[config.mk]
export PLATFORM = sky130hd
export DESIGN_NAME = fetch_pc_gen
export DESIGN_NICKNAME = d
export VERILOG_FILES = /design/src/rtl/fetch_pc_gen.sv
export SDC_FILE = /design/constraint.sdc
export NUM_CORES = 1
export LEC_CHECK = 0
export CORE_MARGIN = 3
export CORE_UTILIZATION = 47
export CTS_CLUSTER_DIAMETER = 80
export DETAILED_ROUTE_END_ITERATION = 8
export GPL_TIMING_DRIVEN = 1
export HOLD_SLACK_MARGIN = 0.05
export MAX_ROUTING_LAYER = met4
export PLACE_DENSITY_LB_ADDON = 0.05
export SLEW_MARGIN = 40
export SYNTH_ARGS = -nofsm -noshare
export SYNTH_HDL_FRONTEND = slang
export SYNTH_SLANG_ARGS = --single-unit
[constraint.sdc]
create_clock -name clk -period 6.2 [get_ports clk]
set_clock_uncertainty 0.15 [all_clocks]
set_input_delay 1.24 -clock clk [delete_from_list [all_inputs] [get_ports clk]]
set_output_delay 1.24 -clock clk [all_outputs]
set_load 0.005 [all_outputs]
[src/rtl/fetch_pc_gen.sv]
`default_nettype none
// ============================================================================
// Module   : fetch_pc_gen
// Function : Fetch-group PC generator with redirect handling and an optional
//            return-address stack (compiled in when FETCH_PC_RAS_EN is defined).
// Revision : 1.0 - initial release
// ============================================================================
module fetch_pc_gen #(
    parameter int              XLEN        = 32,
    parameter int              FETCH_WIDTH = 2,
    parameter logic [XLEN-1:0] RESET_PC    = 32'h0001_0000,
    parameter int              RAS_DEPTH   = 4
) (
    input  logic                                 clk,
    input  logic                                 rst,
    input  logic                                 en,
    input  logic                                 hold,
    input  logic [$clog2(FETCH_WIDTH+1)-1:0]     accept_cnt,
    input  logic                                 redir_valid,
    input  logic [1:0]                           redir_type,
    input  logic [XLEN-1:0]                      redir_pc,
    input  logic [XLEN-1:0]                      redir_off,
    input  logic [XLEN-1:0]                      redir_base,
    input  logic                                 ras_push,
    input  logic [XLEN-1:0]                      ras_push_addr,
    input  logic                                 ras_pop,
    output logic [XLEN*FETCH_WIDTH-1:0]          pc_vec,
    output logic [FETCH_WIDTH-1:0]               slot_valid,
    output logic                                 misalign,
    output logic                                 ras_empty
);

    localparam int                 c_ACC_W = $clog2(FETCH_WIDTH+1);
    localparam logic [c_ACC_W-1:0] c_FW    = c_ACC_W'(FETCH_WIDTH);

    typedef enum logic [1:0] {
        ST_BOOT   = 2'd0,
        ST_RUN    = 2'd1,
        ST_BUBBLE = 2'd2
    } state_t;

    state_t            r_state;
    state_t            w_state_nxt;
    logic [XLEN-1:0]   r_fetch_pc;
    logic [XLEN-1:0]   w_pc_nxt;
    logic              r_misalign;
    logic              w_mis_nxt;
    logic [XLEN-1:0]   w_target;
    logic [c_ACC_W-1:0] w_acc;
    logic [XLEN-1:0]   w_adv;
    logic              w_pop_hit;
    logic [XLEN-1:0]   w_ras_top;

    // Reserved type 11 falls through to the jalr form.
    assign w_target = (redir_type[1] == 1'b0) ? (redir_pc + redir_off)
                                              : {redir_base[XLEN-1:1], 1'b0};
    assign w_acc    = (accept_cnt > c_FW) ? c_FW : accept_cnt;
    assign w_adv    = XLEN'({w_acc, 2'b00});

`ifdef FETCH_PC_RAS_EN
    localparam int                 c_PTR_W = (RAS_DEPTH > 1) ? $clog2(RAS_DEPTH) : 1;
    localparam int                 c_CNT_W = $clog2(RAS_DEPTH+1);
    localparam logic [c_CNT_W-1:0] c_DEPTH = c_CNT_W'(RAS_DEPTH);

    logic [XLEN-1:0]    r_ras_mem [RAS_DEPTH];
    logic [c_PTR_W-1:0] r_ras_top;
    logic [c_CNT_W-1:0] r_ras_cnt;
    logic [c_PTR_W-1:0] w_wr_idx;
    logic               w_push_fire;

    assign w_push_fire = ras_push && !redir_valid;
    assign w_pop_hit   = ras_pop && (r_ras_cnt != '0) && !redir_valid && (r_state != ST_BOOT);
    assign w_ras_top   = r_ras_mem[r_ras_top];
    // A simultaneous pop frees the top slot, so the push lands there instead.
    assign w_wr_idx    = w_pop_hit ? r_ras_top : (r_ras_top + 1'b1);
    assign ras_empty   = (r_ras_cnt == '0);

    always_ff @(posedge clk or posedge rst) begin
        if (rst) begin
            r_ras_top <= '0;
            r_ras_cnt <= '0;
        end else begin
            case ({w_push_fire, w_pop_hit})
                2'b10: begin
                    r_ras_top <= r_ras_top + 1'b1;
                    if (r_ras_cnt != c_DEPTH) begin
                        r_ras_cnt <= r_ras_cnt + 1'b1;
                    end
                end
                2'b01: begin
                    r_ras_top <= r_ras_top - 1'b1;
                    r_ras_cnt <= r_ras_cnt - 1'b1;
                end
                default: ;
            endcase
        end
    end

    always_ff @(posedge clk) begin
        if (w_push_fire) begin
            r_ras_mem[w_wr_idx] <= ras_push_addr;
        end
    end
`else
    logic w_unused_ras;

    assign w_unused_ras = ^{ras_push, ras_pop, ras_push_addr};
    assign w_pop_hit    = 1'b0;
    assign w_ras_top    = '0;
    assign ras_empty    = 1'b1;
`endif

    always_comb begin
        w_state_nxt = r_state;
        w_pc_nxt    = r_fetch_pc;
        w_mis_nxt   = r_misalign;
        case (r_state)
            ST_BOOT: w_state_nxt = ST_RUN;
            ST_RUN, ST_BUBBLE: begin
                if (redir_valid) begin
                    w_pc_nxt    = {w_target[XLEN-1:2], 2'b00};
                    w_mis_nxt   = w_target[1];
                    w_state_nxt = ST_BUBBLE;
                end else if (w_pop_hit) begin
                    w_pc_nxt    = w_ras_top;
                    w_state_nxt = ST_BUBBLE;
                end else if (en) begin
                    if (r_state == ST_BUBBLE) begin
                        w_state_nxt = ST_RUN;
                    end else if (!hold) begin
                        w_pc_nxt = r_fetch_pc + w_adv;
                    end
                end
            end
            default: w_state_nxt = ST_BOOT;
        endcase
    end

    always_ff @(posedge clk or posedge rst) begin
        if (rst) begin
            r_state    <= ST_BOOT;
            r_fetch_pc <= RESET_PC;
            r_misalign <= 1'b0;
        end else begin
            r_state    <= w_state_nxt;
            r_fetch_pc <= w_pc_nxt;
            r_misalign <= w_mis_nxt;
        end
    end

    for (genvar i = 0; i < FETCH_WIDTH; i++) begin : g_slot
        assign pc_vec[i*XLEN +: XLEN] = r_fetch_pc + XLEN'(4*i);
    end

    assign slot_valid = {FETCH_WIDTH{r_state == ST_RUN}};
    assign misalign   = r_misalign;

endmodule
`default_nettype wire

==> flow_metrics.env, run 1 <==
export IMPL_clock_sinks=33
export IMPL_p_leak_nw=2.509
export IMPL_route_met3_wl_um=1537
export IMPL_yosysSeqAreaShare_pct=17.83
export IMPL_crit_reg2reg_capture="r_fetch_pc[25]$_DFFE_PP0P_"
export IMPL_min_period_ns=4.512
export IMPL_powerDensity_nw_per_um2=323.6
export IMPL_drt_vias_per_instance=6.048
export IMPL_fillCellCount=818
export IMPL_cts_tree="done"
export IMPL_fin_crit_sh_pct=72.77
export IMPL_clkLatencyLatePin_ns=0.29
export IMPL_finalNetCount=963
export IMPL_setup_violations=0
export IMPL_drv_slew=0
export IMPL_met2_length_um=7499
export IMPL_antenna_found_initial=0
export IMPL_h_tree_depth=2
export IMPL_wl_um=16450
export IMPL_finalSetupTns_ns=0
export IMPL_grt_pass1_vias=5376
export IMPL_clockBufferDepth=2
export IMPL_avgRoutedWirePerCell_um=17.98
export IMPL_die_w_um=105.3
export IMPL_post_route_util_pct=68.05
export IMPL_initial_core_util_pct=49.26
export IMPL_synth_area_leaders="dfrtp_1, ha_1, o21ai_0"
export IMPL_rsz0062_at_grt="false"
export IMPL_root_buffer="clkbuf_8"
export IMPL_r2r_setup_slack_ns=3.13
export IMPL_grt_max_degree=56
export IMPL_ys_types=66
export IMPL_crit_arrival_ns=3.12
export IMPL_grt_overflow=0
export IMPL_synthToLayoutAreaGrowth_pct=38.14
export IMPL_hpwl_um=13180
export IMPL_clkSlewWorstSetupHoldPaths_ns=0.08
export IMPL_rr_worst_depth=8
export IMPL_antenna_left=0
export IMPL_power_mw=2.073
export IMPL_async_flop_share_pct=100.0
export IMPL_irDropWorstVdd_mv=0.1914
export IMPL_post_route_drc_count=0
export IMPL_grtUsageTotal_pct=29.56
export IMPL_io_pins=207
export IMPL_relSlewSlack_pct=48.95
export IMPL_core_area_um2=9415
export IMPL_synth_top_area_share_pct=17.26
export IMPL_crit_required_ns=4.81
export IMPL_ys_flop_type="dfrtp_1"
export IMPL_hp_start="misalign$_DFFE_PP0P_"
export IMPL_hold_end="misalign$_DFFE_PP0P_"
export IMPL_ctsResizeCount=0
export IMPL_final_hold_violation_count=0
export IMPL_port_buffer_count=165
export IMPL_max_freq_mhz=221.6
export IMPL_worstSetupPathType="register to output port"
export IMPL_firstDrtPassIters=7
export IMPL_synth_top_cell_by_area="dfrtp_1"
export IMPL_worstMarginPinSlew_ns=0.7629
export IMPL_hp_class="register to register"
export IMPL_synth_avg_cell_area_um2=7.180
export IMPL_ys_seq_elements=33
export IMPL_dieArea_um2=11100
export IMPL_postSynthCellCount=646
export IMPL_gp_congestion=0.9142
export IMPL_syn_area_um2=4638
export IMPL_cp_start_kind="register"
export IMPL_end_kind="output port"
export IMPL_postCtsHoldBufs=0
export IMPL_die_y_um=105.3
export IMPL_grt_pass1_wl_um=26430
export IMPL_maxCapViolCount=0
export IMPL_postCtsSetupBuffers=0
export IMPL_drive_gt1_share_pct=2.417
export IMPL_vias=5534
export IMPL_wl_met1_um=7034
export IMPL_dr_max_layer_used="met4"
export IMPL_drt_iter0_drc=294
export IMPL_cp_max_fo=12
export IMPL_status="finished, final reports clean"
export IMPL_synth_edf_count=0
export IMPL_rows=35
export IMPL_cts_buffers=5
export IMPL_antenna_cells=0
export IMPL_hold_depth=2
export IMPL_rr_startpoint="r_fetch_pc[3]$_DFFE_PP0P_"
export IMPL_yosys_warnings=0
-- sequential cells by signal (all words and copies together) (netlist names) --
signal,count
misalign,1
r_fetch_pc,30
r_state,2
-- final cells by class --
cell class / count / area (um2) / area share (%)
clock buffers: 7 / 76.32 / 1.191
clock inverters: 1 / 7.507 / 0.1172
inverters: 14 / 52.55 / 0.8202
multi-input cells: 562 / 3601 / 56.20
flip-flops and latches: 33 / 827.0 / 12.91
well taps: 129 / 161.4 / 2.519
repair buffers: 169 / 1682 / 26.24
-- power breakdown --
part	internal (mW)	total [mW]	leakage, nW	switching (mW)
Sequential	0.326	0.581	0.392	0.254
Clock	0.0795	0.162	0.0385	0.0825
Combinational	0.735	1.33	2.08	0.596
-- stage by stage --
step	cell area [um2]	cells	setup WS [ns]	hold slack, ns
2_1_floorplan	4649	649	2.493	0.3233
3_3_place_gp	6317	907	1.737	0.3151
3_5_place_dp	6317	907	1.678	0.3284
4_1_cts	6401	915	1.729	0.3454
5_1_grt	6407	915	1.401	0.4098
6_report	6407	915	1.688	0.3477
-- worst max path at each step --
stage               slack [ns]                          to                        from  depth (start not counted)
detailed placement        1.68  r_fetch_pc[28]$_DFFE_PP0P_                 redir_pc[0]                         11
global placement          1.74  r_fetch_pc[30]$_DFFE_PP0P_                 redir_pc[0]                         11
floorplan                 2.49  r_fetch_pc[20]$_DFFE_PP0P_                 redir_pc[0]                         10
CTS                       1.73                  pc_vec[63]  r_fetch_pc[10]$_DFFE_PP0P_                          8
finish                    1.69                  pc_vec[63]   r_fetch_pc[9]$_DFFE_PP0P_                          8
global route              1.40                  pc_vec[63]  r_fetch_pc[10]$_DFFE_PP0P_                          8
-- critical path, cell delays in order (launching register included) --
cell and delay [ns]:
dfrtp_1 0.66, nand4_1 0.30, nor2_1 0.36, nand2_1 0.22, nor2_1 0.31, nand2_1 0.15, nor2_1 0.15, xor2_1 0.16
clkdlybuf4s50_1 0.53
-- logic make-up after synthesis --
group	after synthesis	share of synthesized area, %
other cells	2	0.1619
fa+ha+maj	39	10.84
simple gates	262	28.11
xor+xnor	48	9.064
buf+inv	54	4.910
compound gates	201	27.57
flops	33	17.83
mux	7	1.511
-- per-layer routing --
layer | global-route usage (%) | vias up
li1 | - | 2658
met1 | 39.07 | 2530
met2 | 47.13 | 311
met3 | 4.409 | 35
met4 | 8.435 | 0
met5 | - | -
-- placed cells by master (no fill, tap or decap), types with 4 or more instances in the layout --
master,n
a211oi_1,7
a21o_1,14
a21oi_1,51
a221oi_1,4
a31oi_1,5
and2_1,6
and3_1,13
buf_4,4
clkbuf_8,5
clkdlybuf4s50_1,165
conb_1,5
dfrtp_1,32
ha_1,37
inv_1,14
mux2i_1,7
nand2_1,59
nand2b_1,6
nand3_1,33
nand4_1,14
nor2_1,66
nor2b_1,9
nor3_1,19
nor3b_1,7
nor4_1,11
o21a_1,7
o21ai_0,55
o21bai_1,8
o22ai_1,7
o31ai_1,5
or3_1,4
xnor2_1,31
xor2_1,17
-- cells in the mapped netlist, types with 6 or more instances --
cell type	n
nor2_1	66
ha_1	37
and2_1	6
xnor2_1	31
nand4_1	14
o21bai_1	8
inv_1	14
nand2b_1	6
mux2i_1	7
o21a_1	7
a21o_1	14
nor4_1	11
buf_4	6
a21oi_1	51
nand2_1	59
nor3_1	19
dfrtp_1	32
and3_1	13
o21ai_0	55
nor2b_1	9
clkbuf_1	32
nor3b_1	7
xor2_1	17
a211oi_1	7
o22ai_1	7
nand3_1	33
Note: power is estimated with default switching activity, not from simulation.
==> inputs of run 2 (changes only) <==
CORE_UTILIZATION = 44   (was 47)
clock period = 4.35 ns   (was 6.2 ns; I/O delays follow)
==> run 2 against run 1 <==
  * Setup slack worse by 1.3 ns
  * Wire length rose by 2.2%
  * Combinational power rose by 48%
  * Via count increased by 0.72%
  * First-iteration DRC count up 33%
  * Global-route usage about the same
  * Clock-buffer cell count decreased by 1
==> flow_metrics.env, run 2 (same netlist as run 1, synthesis figures left out) <==
export IMPL_status="finished, final reports clean"
export IMPL_grt_pass1_vias=5350
export IMPL_antenna_cells=0
export IMPL_h_tree_depth=2
export IMPL_rr_worst_depth=7
export IMPL_post_route_drc_count=0
export IMPL_dieArea_um2=11810
export IMPL_crit_path_top_delay_cell="dfstp_2"
export IMPL_root_buffer="clkbuf_8"
export IMPL_firstDrtPassIters=8
export IMPL_clock_sinks=33
export IMPL_cp_top_family="simple AND/OR/NAND/NOR gates"
export IMPL_most_common_layout_cells="clkdlybuf4s50_1, nor2_1, nand2_1, o21ai_0, a21oi_1"
export IMPL_drt_vias_per_instance=6.013
export IMPL_vias=5574
export IMPL_crit_arrival_ns=2.98
export IMPL_setup_ws_ns=0.3523
export IMPL_clkLatencyLatePin_ns=0.30
export IMPL_grtUsageTotal_pct=29.58
export IMPL_fin_crit_sh_pct=91.90
export IMPL_wl_um=16810
export IMPL_finalNetCount=971
export IMPL_postCtsSetupBuffers=0
export IMPL_die_y_um=108.7
export IMPL_io_pins=207
export IMPL_seqPwrFrac_pct=25.7
export IMPL_p_comb_share_pct=64.0
export IMPL_avgRoutedWirePerCell_um=18.13
export IMPL_stdcell_count=927
export IMPL_hold_depth=2
export IMPL_min_period_ns=3.998
export IMPL_gp_congestion=0.9115
export IMPL_drive_gt1_share_pct=3.526
export IMPL_worstMarginPinSlew_ns=0.8018
export IMPL_powerDensity_nw_per_um2=472.5
export IMPL_grt_max_degree=39
export IMPL_cts_buffers=5
export IMPL_regMostFlops="r_fetch_pc"
export IMPL_grt_overflow=0
export IMPL_hold_slack_ns=0.3394
export IMPL_rows=36
export IMPL_crit_required_ns=3.33
export IMPL_dp_cells=919
export IMPL_p_leak_nw=2.567
export IMPL_cp_max_fo=7
export IMPL_clkPwrFrac_pct=10.3
export IMPL_critPathBufInv=1
export IMPL_power_switching_mw=1.347
export IMPL_final_hold_violation_count=0
export IMPL_end_kind="output port"
export IMPL_synthToLayoutAreaGrowth_pct=40.19
export IMPL_hp_class="register to register"
export IMPL_ctsResizeCount=0
export IMPL_largest_reg_flops=30
export IMPL_hpwl_um=13580
export IMPL_fillCellCount=902
export IMPL_intPower_mw=1.725
export IMPL_die_w_um=108.7
export IMPL_irDropWorstVdd_mv=0.3001
export IMPL_finalSetupTns_ns=0
export IMPL_relSlewSlack_pct=46.35
export IMPL_worstSetupPathType="register to output port"
export IMPL_rsz0062_at_grt="false"
export IMPL_antenna_found_initial=0
export IMPL_crit_reg2reg_capture="r_fetch_pc[19]$_DFFE_PP0P_"
export IMPL_clkSlewWorstSetupHoldPaths_ns=0.08
export IMPL_max_freq_mhz=250.1
export IMPL_hp_start="misalign$_DFFE_PP0P_"
export IMPL_power_mw=3.073
export IMPL_drt_iter0_drc=391
export IMPL_antenna_left=0
export IMPL_drv_slew=0
export IMPL_maxCapViolCount=0
export IMPL_clockBufferDepth=2
export IMPL_core_area_um2=10000
export IMPL_initial_core_util_pct=46.38
export IMPL_setup_violations=0
export IMPL_hold_end="misalign$_DFFE_PP0P_"
export IMPL_layout_commonest_cell="clkdlybuf4s50_1"
export IMPL_max_stage_delay_ns=0.60
export IMPL_rr_startpoint="r_state[1]$_DFFE_PP0P_"
export IMPL_switching_share_pct=43.85
export IMPL_cts_tree="done"
export IMPL_path_cells="and4_1 -> nand3_1 -> or2_1 -> nor3_1 -> nand4_1 -> xnor2_1 -> clkdlybuf4s50_1"
export IMPL_port_buffer_count=165
export IMPL_place_ws_ns=0.2486
export IMPL_postCtsHoldBufs=0
export IMPL_r2r_setup_slack_ns=1.36
export IMPL_cp_start_kind="register"
export IMPL_grt_pass1_wl_um=27160
run 2: cell count changes in the layout (fill, tap and decap cells not counted), sizes merged:
cell,delta
buf,+8
clkbuf,-1
bufinv,+1
run 2: layer usage:
| layer | up-vias | GRT usage, % | share of wire (%) |
|---|---|---|---|
| li1 | 2667 | - | - |
| met1 | 2557 | 40.15 | 43 |
| met2 | 324 | 47.09 | 45 |
| met3 | 26 | 3.908 | 10 |
| met4 | 0 | 6.853 | 1.8 |
| met5 | - | - | 0 |
run 2: power groups by stage:
| stage | sequential [mW] | clock (mW) | combinational, mW |
|---|---|---|---|
| floorplan | 0.651 | 0 | 1.02 |
| global placement | 0.766 | 0 | 1.91 |
| detailed placement | 0.781 | 0 | 1.96 |
| CTS | 0.774 | 0.317 | 1.97 |
| global route | 0.811 | 0.330 | 2.16 |
| finish | 0.789 | 0.316 | 1.97 |
run 2: how the worst max path moves through the flow:
stage	startpoint	cells after the start	to	slack (ns)
global route	r_fetch_pc[4]$_DFFE_PP0P_	8	pc_vec[63]	0.09
floorplan	redir_pc[0]	10	r_fetch_pc[20]$_DFFE_PP0P_	1.01
finish	r_fetch_pc[16]$_DFFE_PP1P_	7	pc_vec[58]	0.35
CTS	r_fetch_pc[16]$_DFFE_PP1P_	7	pc_vec[58]	0.40
detailed placement	redir_pc[0]	11	r_fetch_pc[30]$_DFFE_PP0P_	0.25
global placement	redir_pc[0]	11	r_fetch_pc[30]$_DFFE_PP0P_	0.32
run 2: layout make-up:
| type | instances | area, um2 | share of cell area [%] |
|---|---|---|---|
| sequential | 33 | 827.0 | 12.72 |
| clock buffer | 6 | 82.58 | 1.270 |
| inverter | 14 | 52.55 | 0.8082 |
| clock inverter | 2 | 37.54 | 0.5773 |
| multi-input combinational | 562 | 3595 | 55.28 |
| tap | 133 | 166.4 | 2.559 |
| timing repair buffer | 177 | 1742 | 26.78 |
run 2: through the flow:
stage | utilization, % | cell area (um2)
global route | 65.03 | 6502
finish | 65.03 | 6502
detailed placement | 63.83 | 6382
floorplan | - | 4649
CTS | 65.03 | 6502
global placement | 63.83 | 6382
run 2: tightest hold or removal path: stages, from the launching register on:
cell and delay, ns:
dfrtp_1 0.34, nand2_1 0.04, o21ai_0 0.06
==> inputs of run 3 (changes only) <==
SKIP_CTS_REPAIR_TIMING = 1   (was not set)
==> results of run 3 <==
Same layout as run 2: the final DEF is identical, and so are final timing and power.
==> patch: new RTL, config.mk and constraints of run 3 <==
Set the parameter `FETCH_WIDTH` to 1 (it was 2).
--- a/src/rtl/fetch_pc_gen.sv
+++ b/src/rtl/fetch_pc_gen.sv
@@ -7,7 +7,7 @@
 // ============================================================================
 module fetch_pc_gen #(
     parameter int              XLEN        = 32,
-    parameter int              FETCH_WIDTH = 2,
+    parameter int              FETCH_WIDTH = 1,
     parameter logic [XLEN-1:0] RESET_PC    = 32'h0001_0000,
     parameter int              RAS_DEPTH   = 4
 ) (
Interface: changed (resized accept_cnt, pc_vec and slot_valid); port bits go from 207 to 173. No check against the original RTL was run, so the function may have changed too.
==> patch against run 3 <==
Design area is 18% lower; global-route usage is 5.2 points lower; clock power is 24% lower; utilization is 0.94 points lower; wire length is 27% lower; critical path depth is 5 higher; power is 30% lower; count of clock-buffer cells in the layout is 1 higher; setup slack better by 0.0067 ns; synthesized cell count is 20% lower; combinational power is 36% lower; area after synthesis is 17% lower; sequential cell count stayed put; largest cell class unchanged.
==> patch: results (changes against run 3) <==
| Metric | Value |
|---|---|
| Outcome | completed |
| Leakage | 2.15 nW (-16%) |
| Hold crit path type | flip-flop to flip-flop |
| CTS root buffer | clkbuf_8 |
| Dpl cells | 742 (-19%) |
| Crit Reg-Reg Endpoint | r_fetch_pc[29]$_DFFE_PP0P_ |
| Number of global-route vias before repair | 4,031 (-25%) |
| CTS clk-pin slew, worst paths | 0.07 ns |
| Port Buffers | 133 (-19%) |
| Worst-margin pin slew | 0.622 ns (-0.180 ns) |
| CP top delay family | compound AO/OA/AOI/OAI gates |
| R2R Setup Slk | 1.34 ns (-0.02 ns) |
| Worst-skew pair later-pin latency | 0.29 ns |
| Sequential-to-total area share from yosys stat | 21.6% (+3.8 points) |
| Met2 WL | 5690 µm (-25%) |
| RD Place Congestion | 0.918 (+0.71%) |
| Reg2reg start | r_state[0]$_DFFE_PP0P_ |
| Clock Tree Buf Depth | 2 (unchanged) |
| Flip-flop count of the largest register after layout | 30 (unchanged) |
| First-pass GRT wire length | 19,200 µm (-29%) |
| Initial DRC Count | 309 (-21%) |
| Commonest cells in the synthesized netlist | a21oi_1 (61), nor2_1 (57), nand2_1 (51) |
| Total track usage | 24.4% (-5.2 points) |
| Hold path endpoint | misalign$_DFFE_PP0P_ |
| Layout cell share with drive strength beyond 1 | 4.81% (+1.3 points) |
| Hold Vio Cnt, Final | 0 (unchanged) |
| Avg Vias per Cell | 6.03 (+0.21%) |
| M1 wire length | 5480 µm (-25%) |
| Largest net degree at the start of global routing | 62 (+59%) |
| Routed vias | 4,513 (-19%) |
| VDD IR max | 0.000146 V (-51%) |
| Worst Path Max Fanout | 4 (-3) |
| CP arrival | 4.01 ns (+1.03 ns) |
| Met3 WL | 958 µm (-43%) |
| CP max stage delay | 0.41 ns (-0.19 ns) |
| Hold path depth | 2 (unchanged) |
| Hold Path Origin | misalign$_DFFE_PP0P_ |
| Detailed placement HPWL | 9790 µm (-28%) |
| Final net count | 819 (-16%) |
| Drt pass-1 iters | 5 (-3) |
| Slowest CP cell | clkdlybuf4s50_1 |
| CTS Buf Count | 5 (unchanged) |
| Fraction of registers with async set/reset | 100% (unchanged) |
| Syn_area_per_cell | 7.39 µm² (+2.9%) |
| Antenna violations before repair | 0 (unchanged) |
| Largest cells by area after synthesis | dfrtp_1 (21%), ha_1 (12%), a21oi_1 (8.0%) |
| R2R depth | 8 (+1) |
| Netlist cell types | 62 (-6.1%) |
| Biggest register | r_fetch_pc |
| Highest routed layer | met4 |
| Post-synth EDFFs | 0 (unchanged) |
| Avg WL per Cell | 16.4 µm (-9.3%) |
| Synth warn | 0 (unchanged) |
| Max H-tree Level | 2 (unchanged) |
| ANT cells | 0 (unchanged) |
| Layout fillers | 783 (-13%) |
[patch: changes by cell type after synthesis, moves of 6 or more]
cell      delta
nor3_1       -6
a21oi_1     +10
clkbuf_1    -13
o21ai_0      -8
a31oi_1      +9
nand2_1      -8
a21o_1       -6
xnor2_1     -17
nor2_1       -9
xor2_1       -6
nand4_1     -10
nor4_1       -9
nand3_1     -17
[patch: worst register-to-register path: cells and delay by family, from the launching register on]
family | cells | cell delay [ns]
simple gates | 5 | 1.81
buf+inv | 2 | 0.20
flops | 1 | 0.40
fa+ha+maj | 1 | 0.38
[patch: layout make-up]
cell class / instances / share of cell area [%]
multi-input combinational: 447 / 53.3
sequential: 33 / 15.5
inverter: 14 / 0.983
tap: 105 / 2.46
clock buffer: 7 / 1.62
timing repair buffer: 143 / 26.2
[patch: through the flow]
| step | hold WS (ns) | utilization, % | setup slack [ns] | cell area (µm²) |
|---|---|---|---|---|
| floorplan | 0.323 | - | 0.855 | 3830 |
| CTS | 0.400 | 64.1 | 0.413 | 5350 |
| global route | 0.427 | 64.1 | 0.236 | 5350 |
| finish | 0.393 | 64.1 | 0.359 | 5350 |
| detailed placement | 0.385 | 63.1 | 0.105 | 5260 |
| global placement | 0.323 | 63.1 | 0.122 | 5260 |
[patch: how the worst max path moves through the flow]
stage / startpoint / to / slack [ns] / depth (start not counted)
after floorplan: redir_pc[0] / r_fetch_pc[28]$_DFFE_PP0P_ / 0.85 / 11
final: redir_pc[0] / r_fetch_pc[28]$_DFFE_PP0P_ / 0.36 / 12
after global routing: redir_pc[0] / r_fetch_pc[28]$_DFFE_PP0P_ / 0.24 / 12
after CTS: redir_pc[0] / r_fetch_pc[28]$_DFFE_PP0P_ / 0.41 / 12
after global placement: redir_pc[0] / r_fetch_pc[28]$_DFFE_PP0P_ / 0.12 / 12
after detailed placement: redir_pc[0] / r_fetch_pc[28]$_DFFE_PP0P_ / 0.10 / 12
[patch: power by group]
group,switching (W),internal [W],total (W)
sequential,0.000194,0.000465,0.000659
combinational,0.000606,0.000653,0.00126
clock,0.000114,0.000126,0.000240
total,0.000913,0.00124,0.00216
[patch: kinds of logic (layout without fill, tap and decap cells)]
logic type	count (synthesis)	count (layout)	share of synthesized area, %
fa+ha+maj	37	37	12.3
compound gates	191	191	31.3
other cells	2	3	0.196
simple gates	184	184	22.9
flops	33	33	21.6
buf+inv	39	164	4.12
mux	7	7	1.86
xor+xnor	25	25	5.72
[patch: layer usage]
| metal | vias up | global-route usage (%) |
|---|---|---|
| li1 | 2178 | - |
| met1 | 2108 | 32.9 |
| met2 | 210 | 38.9 |
| met3 | 17 | 2.81 |
| met4 | 0 | 6.20 |
| met5 | - | - |
